<file path="src/rtl/chroni_text_engine_if.sv">
// VRAM read port and line-buffer write port of the chroni text engine.
// Handshake: the engine raises mem_rd_req with a stable mem_addr and holds it until it samples
// mem_rd_ack (mem_data valid in that cycle); lb_wr_en is a one-cycle write issued only after lb_wr_busy was seen low.
interface chroni_text_engine_if #(
    parameter int ADDR_W    = 16,
    parameter int LB_ADDR_W = 11
);
    logic [ADDR_W-1:0]    mem_addr;
    logic                 mem_rd_req;
    logic                 mem_rd_ack;
    logic [7:0]           mem_data;
    logic                 lb_wr_en;
    logic [LB_ADDR_W-1:0] lb_wr_addr;
    logic [7:0]           lb_wr_data;
    logic [7:0]           lb_bitmap_on;
    logic [7:0]           lb_bitmap_off;
    logic                 lb_wr_busy;

    modport master (
        output mem_addr, mem_rd_req, lb_wr_en, lb_wr_addr, lb_wr_data, lb_bitmap_on, lb_bitmap_off,
        input  mem_rd_ack, mem_data, lb_wr_busy
    );

    modport slave (
        input  mem_addr, mem_rd_req, lb_wr_en, lb_wr_addr, lb_wr_data, lb_bitmap_on, lb_bitmap_off,
        output mem_rd_ack, mem_data, lb_wr_busy
    );
endinterface

</file>
<file path="src/rtl/chroni_text_engine.sv">
// chroni text-mode line renderer: loads a row of character codes, then pushes one font byte per column per scanline.
// Per-cell colour attributes are added when CHRONI_TEXT_ATTR_EN is defined.
module chroni_text_engine #(
    parameter int COLS      = 80,
    parameter int COL_W     = 7,
    parameter int SCAN_W    = 3,
    parameter int ADDR_W    = 16,
    parameter int LB_ADDR_W = 11,
    parameter int LB_HALF   = 640
) (
    input  logic                 sys_clk,
    input  logic                 reset_n,
    input  logic                 frame_start,
    input  logic                 line_start,
    input  logic                 line_buffer_sel,
    input  logic [ADDR_W-1:0]    text_base,
    input  logic [ADDR_W-1:0]    font_base,
`ifdef CHRONI_TEXT_ATTR_EN
    input  logic [ADDR_W-1:0]    attr_base,
`endif
    chroni_text_engine_if.master bus,
    output logic                 busy,
    output logic                 line_done,
    output logic                 overrun,
    output logic [2:0]           dbg_state
);
    typedef enum logic [2:0] {
        IDLE      = 3'd0,
        TEXT_REQ  = 3'd1,
        TEXT_WAIT = 3'd2,
        ATTR_REQ  = 3'd3,
        ATTR_WAIT = 3'd4,
        FONT_REQ  = 3'd5,
        FONT_WAIT = 3'd6,
        FONT_PUSH = 3'd7
    } state_t;

    state_t            state;
    logic [COL_W-1:0]  col;
    logic [SCAN_W-1:0] scan;
    logic [ADDR_W-1:0] row_addr;
    logic [ADDR_W-1:0] font_q;
    logic              first_line;
    logic [7:0]        font_byte;

    // Sized to the column index range so every col value maps to a real entry.
    logic [7:0]        text_buf [2**COL_W];
`ifdef CHRONI_TEXT_ATTR_EN
    logic [7:0]        attr_buf [2**COL_W];
    logic [ADDR_W-1:0] text_base_q;
    logic              attr_wr;
`endif

    logic [SCAN_W-1:0] scan_eff;
    logic              last_col;
    logic              text_wr;
    logic [ADDR_W-1:0] font_addr;

    always_comb begin
        scan_eff  = first_line ? scan : scan + 1'b1;
        last_col  = (col == COL_W'(COLS - 1));
        font_addr = font_q + (ADDR_W'(text_buf[col]) << SCAN_W) + ADDR_W'(scan);
        text_wr   = (state == TEXT_WAIT) && bus.mem_rd_ack && !frame_start && !line_start;
    end

`ifdef CHRONI_TEXT_ATTR_EN
    assign attr_wr = (state == ATTR_WAIT) && bus.mem_rd_ack && !frame_start && !line_start;
`endif

    assign busy      = (state != IDLE);
    assign dbg_state = state;

    always_ff @(posedge sys_clk) begin
        if (text_wr) text_buf[col] <= bus.mem_data;
`ifdef CHRONI_TEXT_ATTR_EN
        if (attr_wr) attr_buf[col] <= bus.mem_data;
`endif
    end

    always_ff @(posedge sys_clk or negedge reset_n) begin
        if (!reset_n) begin
            state             <= IDLE;
            col               <= '0;
            scan              <= '0;
            row_addr          <= '0;
            font_q            <= '0;
            first_line        <= 1'b1;
            font_byte         <= '0;
            bus.mem_addr      <= '0;
            bus.mem_rd_req    <= 1'b0;
            bus.lb_wr_en      <= 1'b0;
            bus.lb_wr_addr    <= '0;
            bus.lb_wr_data    <= '0;
            bus.lb_bitmap_on  <= '0;
            bus.lb_bitmap_off <= '0;
            line_done         <= 1'b0;
            overrun           <= 1'b0;
`ifdef CHRONI_TEXT_ATTR_EN
            text_base_q       <= '0;
`endif
        end else begin
            bus.lb_wr_en <= 1'b0;
            line_done    <= 1'b0;
            overrun      <= 1'b0;
            if (frame_start) begin
                row_addr       <= text_base;
                scan           <= '0;
                first_line     <= 1'b1;
                bus.mem_rd_req <= 1'b0;
                state          <= IDLE;
`ifdef CHRONI_TEXT_ATTR_EN
                text_base_q    <= text_base;
`endif
            end else if (line_start) begin
                // A line_start while busy abandons the line in flight, including any open read.
                overrun        <= (state != IDLE);
                scan           <= scan_eff;
                if (!first_line && scan_eff == '0) row_addr <= row_addr + ADDR_W'(COLS);
                first_line     <= 1'b0;
                col            <= '0;
                font_q         <= font_base;
                bus.lb_wr_addr <= line_buffer_sel ? LB_ADDR_W'(LB_HALF) : '0;
                bus.mem_rd_req <= 1'b0;
                state          <= (scan_eff == '0) ? TEXT_REQ : FONT_REQ;
            end else begin
                case (state)
                    TEXT_REQ: begin
                        bus.mem_addr   <= row_addr + ADDR_W'(col);
                        bus.mem_rd_req <= 1'b1;
                        state          <= TEXT_WAIT;
                    end
                    TEXT_WAIT: begin
                        if (bus.mem_rd_ack) begin
                            bus.mem_rd_req <= 1'b0;
`ifdef CHRONI_TEXT_ATTR_EN
                            state <= ATTR_REQ;
`else
                            if (last_col) begin
                                col   <= '0;
                                state <= FONT_REQ;
                            end else begin
                                col   <= col + 1'b1;
                                state <= TEXT_REQ;
                            end
`endif
                        end
                    end
`ifdef CHRONI_TEXT_ATTR_EN
                    ATTR_REQ: begin
                        bus.mem_addr   <= attr_base + (row_addr - text_base_q) + ADDR_W'(col);
                        bus.mem_rd_req <= 1'b1;
                        state          <= ATTR_WAIT;
                    end
                    ATTR_WAIT: begin
                        if (bus.mem_rd_ack) begin
                            bus.mem_rd_req <= 1'b0;
                            if (last_col) begin
                                col   <= '0;
                                state <= FONT_REQ;
                            end else begin
                                col   <= col + 1'b1;
                                state <= TEXT_REQ;
                            end
                        end
                    end
`endif
                    FONT_REQ: begin
                        // The write of the previous column is on the bus this cycle; step the address after it.
                        if (bus.lb_wr_en) bus.lb_wr_addr <= bus.lb_wr_addr + LB_ADDR_W'(8);
                        bus.mem_addr   <= font_addr;
                        bus.mem_rd_req <= 1'b1;
                        state          <= FONT_WAIT;
                    end
                    FONT_WAIT: begin
                        if (bus.mem_rd_ack) begin
                            font_byte      <= bus.mem_data;
                            bus.mem_rd_req <= 1'b0;
                            state          <= FONT_PUSH;
                        end
                    end
                    FONT_PUSH: begin
                        if (!bus.lb_wr_busy) begin
                            bus.lb_wr_en   <= 1'b1;
                            bus.lb_wr_data <= font_byte;
`ifdef CHRONI_TEXT_ATTR_EN
                            bus.lb_bitmap_on  <= {4'h0, attr_buf[col][3:0]};
                            bus.lb_bitmap_off <= {4'h0, attr_buf[col][7:4]};
`else
                            bus.lb_bitmap_on  <= 8'h01;
                            bus.lb_bitmap_off <= 8'h00;
`endif
                            if (last_col) begin
                                line_done <= 1'b1;
                                state     <= IDLE;
                            end else begin
                                col   <= col + 1'b1;
                                state <= FONT_REQ;
                            end
                        end
                    end
                    default: state <= IDLE;
                endcase
            end
        end
    end
endmodule
</file>
<file path="src/flat_wrapper.sv">
// flat-port wrapper written by rule: the top's interface ports become plain ports
module chroni_text_engine_flat 
#(
    parameter int COLS      = 80,
    parameter int COL_W     = 7,
    parameter int SCAN_W    = 3,
    parameter int ADDR_W    = 16,
    parameter int LB_ADDR_W = 11,
    parameter int LB_HALF   = 640
)
  (sys_clk, reset_n, frame_start, line_start, line_buffer_sel, text_base, font_base, busy, line_done, overrun, dbg_state, bus_mem_addr, bus_mem_rd_req, bus_lb_wr_en, bus_lb_wr_addr, bus_lb_wr_data, bus_lb_bitmap_on, bus_lb_bitmap_off, bus_mem_rd_ack, bus_mem_data, bus_lb_wr_busy);
  chroni_text_engine_if #(.ADDR_W(ADDR_W), .LB_ADDR_W(LB_ADDR_W)) bus_i ();
  input  logic sys_clk;
  input  logic reset_n;
  input  logic frame_start;
  input  logic line_start;
  input  logic line_buffer_sel;
  input  logic [ADDR_W-1:0] text_base;
  input  logic [ADDR_W-1:0] font_base;
  output logic busy;
  output logic line_done;
  output logic overrun;
  output logic [2:0] dbg_state;
  output wire logic [$bits(bus_i.mem_addr)-1:0] bus_mem_addr;
  output wire logic [$bits(bus_i.mem_rd_req)-1:0] bus_mem_rd_req;
  output wire logic [$bits(bus_i.lb_wr_en)-1:0] bus_lb_wr_en;
  output wire logic [$bits(bus_i.lb_wr_addr)-1:0] bus_lb_wr_addr;
  output wire logic [$bits(bus_i.lb_wr_data)-1:0] bus_lb_wr_data;
  output wire logic [$bits(bus_i.lb_bitmap_on)-1:0] bus_lb_bitmap_on;
  output wire logic [$bits(bus_i.lb_bitmap_off)-1:0] bus_lb_bitmap_off;
  input wire logic [$bits(bus_i.mem_rd_ack)-1:0] bus_mem_rd_ack;
  input wire logic [$bits(bus_i.mem_data)-1:0] bus_mem_data;
  input wire logic [$bits(bus_i.lb_wr_busy)-1:0] bus_lb_wr_busy;
  assign bus_mem_addr = bus_i.mem_addr;
  assign bus_mem_rd_req = bus_i.mem_rd_req;
  assign bus_lb_wr_en = bus_i.lb_wr_en;
  assign bus_lb_wr_addr = bus_i.lb_wr_addr;
  assign bus_lb_wr_data = bus_i.lb_wr_data;
  assign bus_lb_bitmap_on = bus_i.lb_bitmap_on;
  assign bus_lb_bitmap_off = bus_i.lb_bitmap_off;
  assign bus_i.mem_rd_ack = bus_mem_rd_ack;
  assign bus_i.mem_data = bus_mem_data;
  assign bus_i.lb_wr_busy = bus_lb_wr_busy;
  chroni_text_engine #(.COLS(COLS), .COL_W(COL_W), .SCAN_W(SCAN_W), .ADDR_W(ADDR_W), .LB_ADDR_W(LB_ADDR_W), .LB_HALF(LB_HALF)) u_core (.sys_clk(sys_clk), .reset_n(reset_n), .frame_start(frame_start), .line_start(line_start), .line_buffer_sel(line_buffer_sel), .text_base(text_base), .font_base(font_base), .bus(bus_i), .busy(busy), .line_done(line_done), .overrun(overrun), .dbg_state(dbg_state));
endmodule
</file>
<file path="config.mk">
export PLATFORM = sky130hd
export DESIGN_NAME = chroni_text_engine_flat
export DESIGN_NICKNAME = d
export VERILOG_FILES = /design/src/rtl/chroni_text_engine_if.sv /design/src/rtl/chroni_text_engine.sv /design/src/flat_wrapper.sv
export SDC_FILE = /design/constraint.sdc
export NUM_CORES = 1
export LEC_CHECK = 0
export CAP_MARGIN = 40
export CORE_ASPECT_RATIO = 0.6
export CORE_UTILIZATION = 35
export CTS_CLUSTER_SIZE = 16
export DETAILED_ROUTE_END_ITERATION = 7
export PLACE_DENSITY = 0.52
export SYNTH_ARGS = -nofsm -noshare
export SYNTH_HDL_FRONTEND = slang
export SYNTH_SLANG_ARGS = --single-unit
export TNS_END_PERCENT = 1
</file>
<file path="constraint.sdc">
create_clock -name sys_clk -period 4 [get_ports sys_clk]
set_input_delay 0.4 -clock sys_clk [delete_from_list [all_inputs] [get_ports sys_clk]]
set_output_delay 0.4 -clock sys_clk [all_outputs]
set_load 0.01 [all_outputs]
</file>
==> out/metrics.cfg, run 1 <==
[setup_path]
r2r_slack_ns = -0.50
crit_required_ns = 4.58
cp-start-kind = flop
arrival_ns = 5.09
critPathKind = flop to flop
path_max_fanout = 6
end_kind = flop

[floorplan]
initial_core_util_pct = 35.3
die_x_um = 468
fp.coreArea_um2 = 129000
die-area_um2 = 132000
rows = 102
io_pins = 106
chipHeight_um = 281

[yosys]
synthAdderAreaFrac_pct = 0.692
synth_top_family_by_area = multiplexers
netlist_area_um2 = 45500
ys.warnings.count = 0
synthXorXnorAreaFrac_pct = 0.692
synth_area_per_cell_um2 = 16.4
synth-seq-cells = 1115
synthArstFlopShare_pct = 8.16
synth_mux_area_share_pct = 9.75
yosys.area_share.simple_pct = 5.41
synth_flop_cell = edfxtp_1
synth_cell_types = 78
syn_inst = 2782
synth.yosys.seq_area_share_pct = 72.5
synth-edff-count = 1024
synth_compound_area_share_pct = 8.57

[timing]
rsz0062_at_grt = yes
fin_ws_ns = -0.504
slew_viol_final = 0
setup_viol = 12
fmax_mhz = 222
hold_viol_final = 0
fin_skew_ns = 0.0372
worst_pin_slew_ns = 0.942
maxSlewHeadroom_pct = 37.2
final.period_utilization_pct = 113
min_period_ns = 4.50

[power]
total_power_uw = 28000
seq_power_share_pct = 46.3
power_density_nw_per_um2 = 491
intPower_uw = 20600
clock_power_share_pct = 36.1
ir_drop_uv = 402
combinationalPowerShare_pct = 17.6
leakage_uw = 0.0193
p_sw_share_pct = 26.4
switchingPower_uw = 7380

[detailed_routing]
dr.pass1.iters = 6
drt-total-wl_um = 160000
post_drt_wl_per_cell_um = 31.0
via_count = 30082
routed_via_density = 5.83
drc = 0
drt-initial-drc-count = 4590
drtAntennaViolNets = 0

[clock_network]
clk_pin_slew_ns = 0.07
insertion_delay_ns = 0.73
cts_max_level = 3
cts_made_buffers = 100
root_buffer = clkbuf_16
cts_tree = yes
clock_path_buffers = 3
cts_sinks = 1115

[cells_and_area]
finalNetCount = 3437
final_cell_mix = edfxtp_1 (1024), buf_4 (502), nor2_1 (195), nand2_1 (131), mux2_2 (117)
utilization_pct = 44.1
layout_commonest_cell = edfxtp_1
drive_gt1_share_pct = 30.9
fillers = 11275
areaGrowthSynthToFinish_pct = 25.0
layout.cells.non_filler = 5163

[global_routing]
grt_pass1_wl_um = 223000
antenna_found_initial = 2
grt-ovfl-total = 0
grt_pass1_vias = 28598
grt_max_degree = 130
grtUsageTotal_pct = 24.1

[placed_design]
io_buffers = 87
gp_congestion = 0.957
dp.cells = 4956
hpwl_um = 112000

[run]
cap_violations = 0

[run_status]
status = finished, violations left
failed_checks = negative setup slack

[hold_path]
hold_path.class = primary input to flop

==> kinds of logic (layout without fill, tap and decap cells) <==
group	after synthesis	after routing
adders and majority gates	24	24
AOI/OAI and AO/OA	544	544
and+or+nand+nor	533	533
other	1	19
muxes	308	308
DFF	1115	1115
buffers and inverters	221	868
xor gates and xnor gates	36	36
==> power by group through the flow <==
stage	logic, uW	registers, uW	clock network, uW
detailed placement	4360	13200	0
global route	5110	12900	10600
finish	4920	12900	10100
floorplan	2000	13200	0
CTS	4790	12900	10200
global placement	4340	13200	0
==> state kept, by name (all words and copies together), names as in the netlist, 3 cells and up <==
signal                 flops
u_core.text_buf         1024
u_core.bus.mem_addr       16
u_core.font_q             16
u_core.row_addr           16
u_core.bus.lb_wr_addr      8
u_core.bus.lb_wr_data      8
u_core.font_byte           8
u_core.col                 7
u_core.dbg_state           3
u_core.scan                3
==> cell usage after synthesis, drive strengths merged (5+ instances only) <==
cell type / number / area share, %
o31ai: 9 / 0.15
a22oi: 67 / 1.1
nand4: 13 / 0.18
or4: 5 / 0.082
ha: 22 / 0.60
nor3: 26 / 0.29
and2: 8 / 0.11
and3: 11 / 0.15
o22ai: 37 / 0.51
nand2: 137 / 1.1
or2: 6 / 0.082
clkbuf: 91 / 0.75
edfxtp: 1024 / 68
nand2b: 13 / 0.18
a221oi: 100 / 1.9
a21o: 7 / 0.12
a221o: 23 / 0.51
o221ai: 7 / 0.13
nor2b: 24 / 0.33
buf: 108 / 1.4
a211oi: 17 / 0.28
inv: 21 / 0.17
a21oi: 78 / 0.86
mux2i: 92 / 2.0
xnor2: 20 / 0.38
o2bb2ai: 5 / 0.096
o211ai: 10 / 0.16
dfrtp: 90 / 4.9
a22o: 17 / 0.33
or3: 5 / 0.069
a311oi: 5 / 0.096
a31oi: 15 / 0.21
o21bai: 8 / 0.13
mux2: 120 / 3.0
o22a: 6 / 0.12
nand3: 52 / 0.57
xor2: 16 / 0.31
o21ai: 88 / 0.97
nor2: 200 / 1.6
mux4: 96 / 4.8
nor4: 8 / 0.11
o21a: 6 / 0.099
==> metal layers <==
metal / part of all wire, % / GRT usage [%] / wire length (um)
met3: 13 / 7.43 / 20700
met1: 46 / 38.5 / 73700
met2: 40 / 31.8 / 63700
met5: 0 / 0 / 0
met4: 1.4 / 3.74 / 2190
==> metrics by stage <==
stage	instance area, um2	hold WS, ns	TNS (ns)	worst slack, ns
detailed placement	52500	0.462	-9.74	-1.08
global route	56900	0.0401	-5.56	-0.577
CTS	56800	0.0244	-3.19	-0.362
finish	56900	0.0379	-4.54	-0.504
global placement	52400	0.452	-11.88	-1.33
floorplan	45600	0.104	0	0.0830
==> worst max-delay path, stage by stage, from the launching register on <==
cell      delay (ns)
dfrtp_4         0.56
buf_12          0.18
buf_12          0.13
mux2_4          0.36
a221oi_4        0.42
o22ai_4         0.14
a22oi_2         0.32
buf_6           0.20
o221a_4         0.28
nand4b_1        0.25
ha_2            0.43
buf_4           0.12
o21a_1          0.15
nor3_1          0.06
or4_4           0.48
a21oi_2         0.16
o31ai_2         0.08
==> final timing paths <==
path,cells after the start,from,end
min in group asynchronous,2,reset_n,u_core.row_addr[14]
max,16,u_core.col[0],u_core.bus.mem_addr[9]
min,1,bus_mem_data[4],u_core.text_buf[28][4]
min reg2reg,1,u_core.bus.lb_bitmap_on[0],u_core.bus.lb_bitmap_on[0]
max in group asynchronous,3,reset_n,u_core.bus.lb_wr_data[3]
max reg2reg,16,u_core.col[0],u_core.bus.mem_addr[9]
==> cell type report <==
| cell class | instances | area [um2] | share of cell area [%] |
|---|---|---|---|
| multi-input combinational | 1463 | 12300 | 21.5 |
| tap | 1716 | 2150 | 3.77 |
| inverter | 22 | 87.6 | 0.154 |
| timing repair buffer | 664 | 6070 | 10.7 |
| antenna | 1 | 2.50 | 0.00440 |
| clock buffer | 126 | 2660 | 4.67 |
| sequential | 1115 | 33000 | 58.0 |
| clock inverter | 56 | 666 | 1.17 |
==> timing repair <==
item                                    in CTS  in global routing
pin swaps                                   55                 13
cloned                                       3                  0
gates resized for setup                    173                 15
hold buffers                                 2                  0
hold endpoints to repair                    67                  0
endpoints found under the setup margin      13                 13
buffers inserted                            22                  0
(Power assumes the default switching activity.)
==> inputs of run 2 (changes only) <==
Settings changed: DONT_BUFFER_PORTS set to 1, PLACE_DENSITY 0.52 to 0.51, SKIP_LAST_GASP set to 1.
==> run 2 against run 1 <==
- the run still ends with negative setup slack left
- maximum frequency about the same
- utilization decreased by 0.55 points
- non-clock buffer count decreased by 48
- critical path depth increased by 1
- critical path type unchanged
- combinational power decreased by 5.3%
- total power decreased by 2.5%
- count of clock-buffer cells in the layout decreased by 1
- sequential cell count unchanged
==> out/metrics.cfg, run 2 (same netlist as run 1, synthesis figures left out) <==
[power]
ir_drop_uv = 361  ; -10%
p_sw_share_pct = 26.8  ; +0.43 points
clock_power_share_pct = 35.3  ; -0.8 points
power_density_nw_per_um2 = 485  ; -1.3%
switchingPower_uw = 7320  ; -0.91%
combinationalPowerShare_pct = 17.1  ; -0.5 points
leakage_uw = 0.0191  ; -1.0%
seq_power_share_pct = 47.6  ; +1.3 points
intPower_uw = 19900  ; -3.1%

[setup_path]
slowest_delay_ns = 0.51  ; -0.05 ns
crit_slowest_cell = dfrtp_4
cp_top_family = compound AO/OA/AOI/OAI gates
startpoint = u_core.col[0]
crit_required_ns = 4.60  ; +0.02 ns
path_max_fanout = 6  ; unchanged
rr_startpoint = u_core.col[0]
critPathKind = flop to flop
arrival_ns = 5.10  ; about the same
cp-start-kind = flop
crit_buf_inv = 4  ; unchanged
crit_path_cell_trace = buf_12 > buf_12 > buf_4 > nor2_4 > a221oi_1 > a221o_1 > a21oi_1 > buf_4 > a221oi_2 > nand4_1 > ha_2 > or4_1 > o21ai_1 > o21ba_4 > xor2_1 > mux2i_1 > o21ai_1
end_kind = flop

[timing]
worst_pin_slew_ns = 1.02  ; +0.0751 ns
hold_viol_final = 0  ; unchanged
fmax_mhz = 222  ; about the same
fin_ws_ns = -0.500  ; +0.00388 ns
slew_viol_final = 0  ; unchanged
rsz0062_at_grt = yes
maxSlewHeadroom_pct = 32.2  ; -5.0 points
tns_ns = -4.10  ; +0.442 ns
fin_skew_ns = 0.0337  ; -0.00348 ns
min_period_ns = 4.50  ; -0.00388 ns
setup_viol = 12  ; unchanged
final.period_utilization_pct = 113  ; about the same

[clock_network]
cts_sinks = 1115  ; unchanged
root_buffer = clkbuf_16
cts_tree = yes
clk_pin_slew_ns = 0.07  ; about the same
clock_path_buffers = 3  ; unchanged
insertion_delay_ns = 0.74  ; about the same
cts_made_buffers = 99  ; -1.0%
cts_max_level = 3  ; unchanged

[detailed_routing]
via_count = 29545  ; -1.8%
drc = 0  ; unchanged
drt-initial-drc-count = 4013  ; -13%
drt-total-wl_um = 157000  ; -2.2%
post_drt_wl_per_cell_um = 30.6  ; -1.4%
routed_via_density = 5.77  ; -0.92%
drtAntennaViolNets = 0  ; unchanged
dr.pass1.iters = 6  ; unchanged

[cells_and_area]
areaGrowthSynthToFinish_pct = 23.4
final_cell_mix = edfxtp_1 (1024), buf_4 (494), nor2_1 (196), nand2_1 (134), mux2_2 (118)
finalNetCount = 3389  ; -1.4%
largest_reg_flops = 1024  ; unchanged
drive_gt1_share_pct = 30.7  ; -0.19 points
top_register = u_core.text_buf
layout.cells.non_filler = 5118  ; -0.87%
layout_commonest_cell = edfxtp_1
antenna_cells = 0  ; -1

[placed_design]
hpwl_um = 107000  ; -4.4%
pre_cts_slack_ns = -0.773  ; +0.304 ns
io_buffers = 0  ; -100%
dp.cells = 4848  ; -2.2%
gp_congestion = 0.941  ; -1.7%

[floorplan]
die_x_um = 468  ; unchanged
fp.coreArea_um2 = 129000  ; unchanged
initial_core_util_pct = 35.3  ; unchanged
chipHeight_um = 281  ; unchanged
io_pins = 106  ; unchanged
die-area_um2 = 132000  ; unchanged
rows = 102  ; unchanged

[global_routing]
grt_max_degree = 130  ; unchanged
grt_pass1_vias = 28165  ; -1.5%
grtUsageTotal_pct = 23.7  ; -0.43 points
grt_pass1_wl_um = 220000  ; -1.5%
antenna_found_initial = 2  ; unchanged
grt-ovfl-total = 0  ; unchanged

[run]
cap_violations = 0  ; unchanged

[run_status]
status = finished, violations left
failed_checks = negative setup slack

[hold_path]
min-delay-start = bus_mem_data[3]
hold_path.class = primary input to flop

## run 2: cell types whose count changed in the layout (fill, tap and decap cells not counted), sizes merged
cell	delta
buf	-8
inv	+7
clkdlybuf4s50	-78
clkbuf	-1
nor2	+1
bufbuf	+1
clkinvlp	-1
clkinv	+6
dlygate4sd3	+37
diode	-1
bufinv	-8
## run 2: cell type report
class,count,area (um2)
clock buffers,125,2630
repair buffers,616,5750
flip-flops and latches,1115,33000
fillers,11372,72800
well taps,1716,2150
clock inverters,60,536
multi-input cells,1464,12000
inverters,22,85.1
## run 2: power by group through the flow
stage                     clock [uW]  combinational, uW  sequential [uW]
after detailed placement           0               3880            13200
after floorplan                    0               2000            13200
final                           9620               4660            13000
after global placement             0               3890            13200
after CTS                       9760               4550            13000
after global routing           10200               4860            13000
## run 2: layer usage
layer  global-route usage, %  up-vias  part of all wire (%)
li1                        -    12222                     -
met1                    37.2    15436                    46
met2                    30.9     1697                    39
met3                    8.14      188                    13
met4                    4.44        2                   1.7
met5                       0        -                0.0051
## run 2: per-stage QoR
| stage | hold WS, ns | total power, uW | instance area, um2 | util (%) |
|---|---|---|---|---|
| 3_3_place_gp | 0.106 | 17100 | 51200 | 39.7 |
| 6_report | 0.0644 | 27300 | 56200 | 43.6 |
| 5_1_grt | 0.0923 | 28000 | 56200 | 43.6 |
| 4_1_cts | 0.0550 | 27300 | 56200 | 43.5 |
| 3_5_place_dp | 0.106 | 17100 | 51400 | 39.9 |
| 2_1_floorplan | 0.104 | 15200 | 45600 | - |
## run 2: worst register-to-register path: stages, from the launching register on
cell      delay (ns)
dfrtp_4         0.51
buf_12          0.16
buf_12          0.15
buf_4           0.17
nor2_4          0.49
a221oi_1        0.19
a221o_1         0.37
a21oi_1         0.31
buf_4           0.22
a221oi_2        0.05
nand4_1         0.24
ha_2            0.34
or4_1           0.51
o21ai_1         0.10
o21ba_4         0.18
xor2_1          0.14
mux2i_1         0.15
o21ai_1         0.09
## run 2: repair_timing
action	in CTS	in global routing
gates resized for setup	139	3
setup buffers	28	0
pin swaps	44	3
endpoints found under the setup margin	13	13
hold buffers	49	0
gates cloned	4	0
hold endpoints to repair	1170	0
## run 2: final timing paths
check	endpoint	depth (start not counted)	slack, ns
setup / recovery	u_core.bus.mem_addr[8]	17	-0.50
hold / removal	u_core.text_buf[31][3]	1	0.06
setup reg to reg	u_core.bus.mem_addr[8]	17	-0.50
hold reg to reg	u_core.font_byte[2]	1	0.51
max in group asynchronous	u_core.col[0]	2	3.25
min in group asynchronous	u_core.font_q[3]	2	0.31
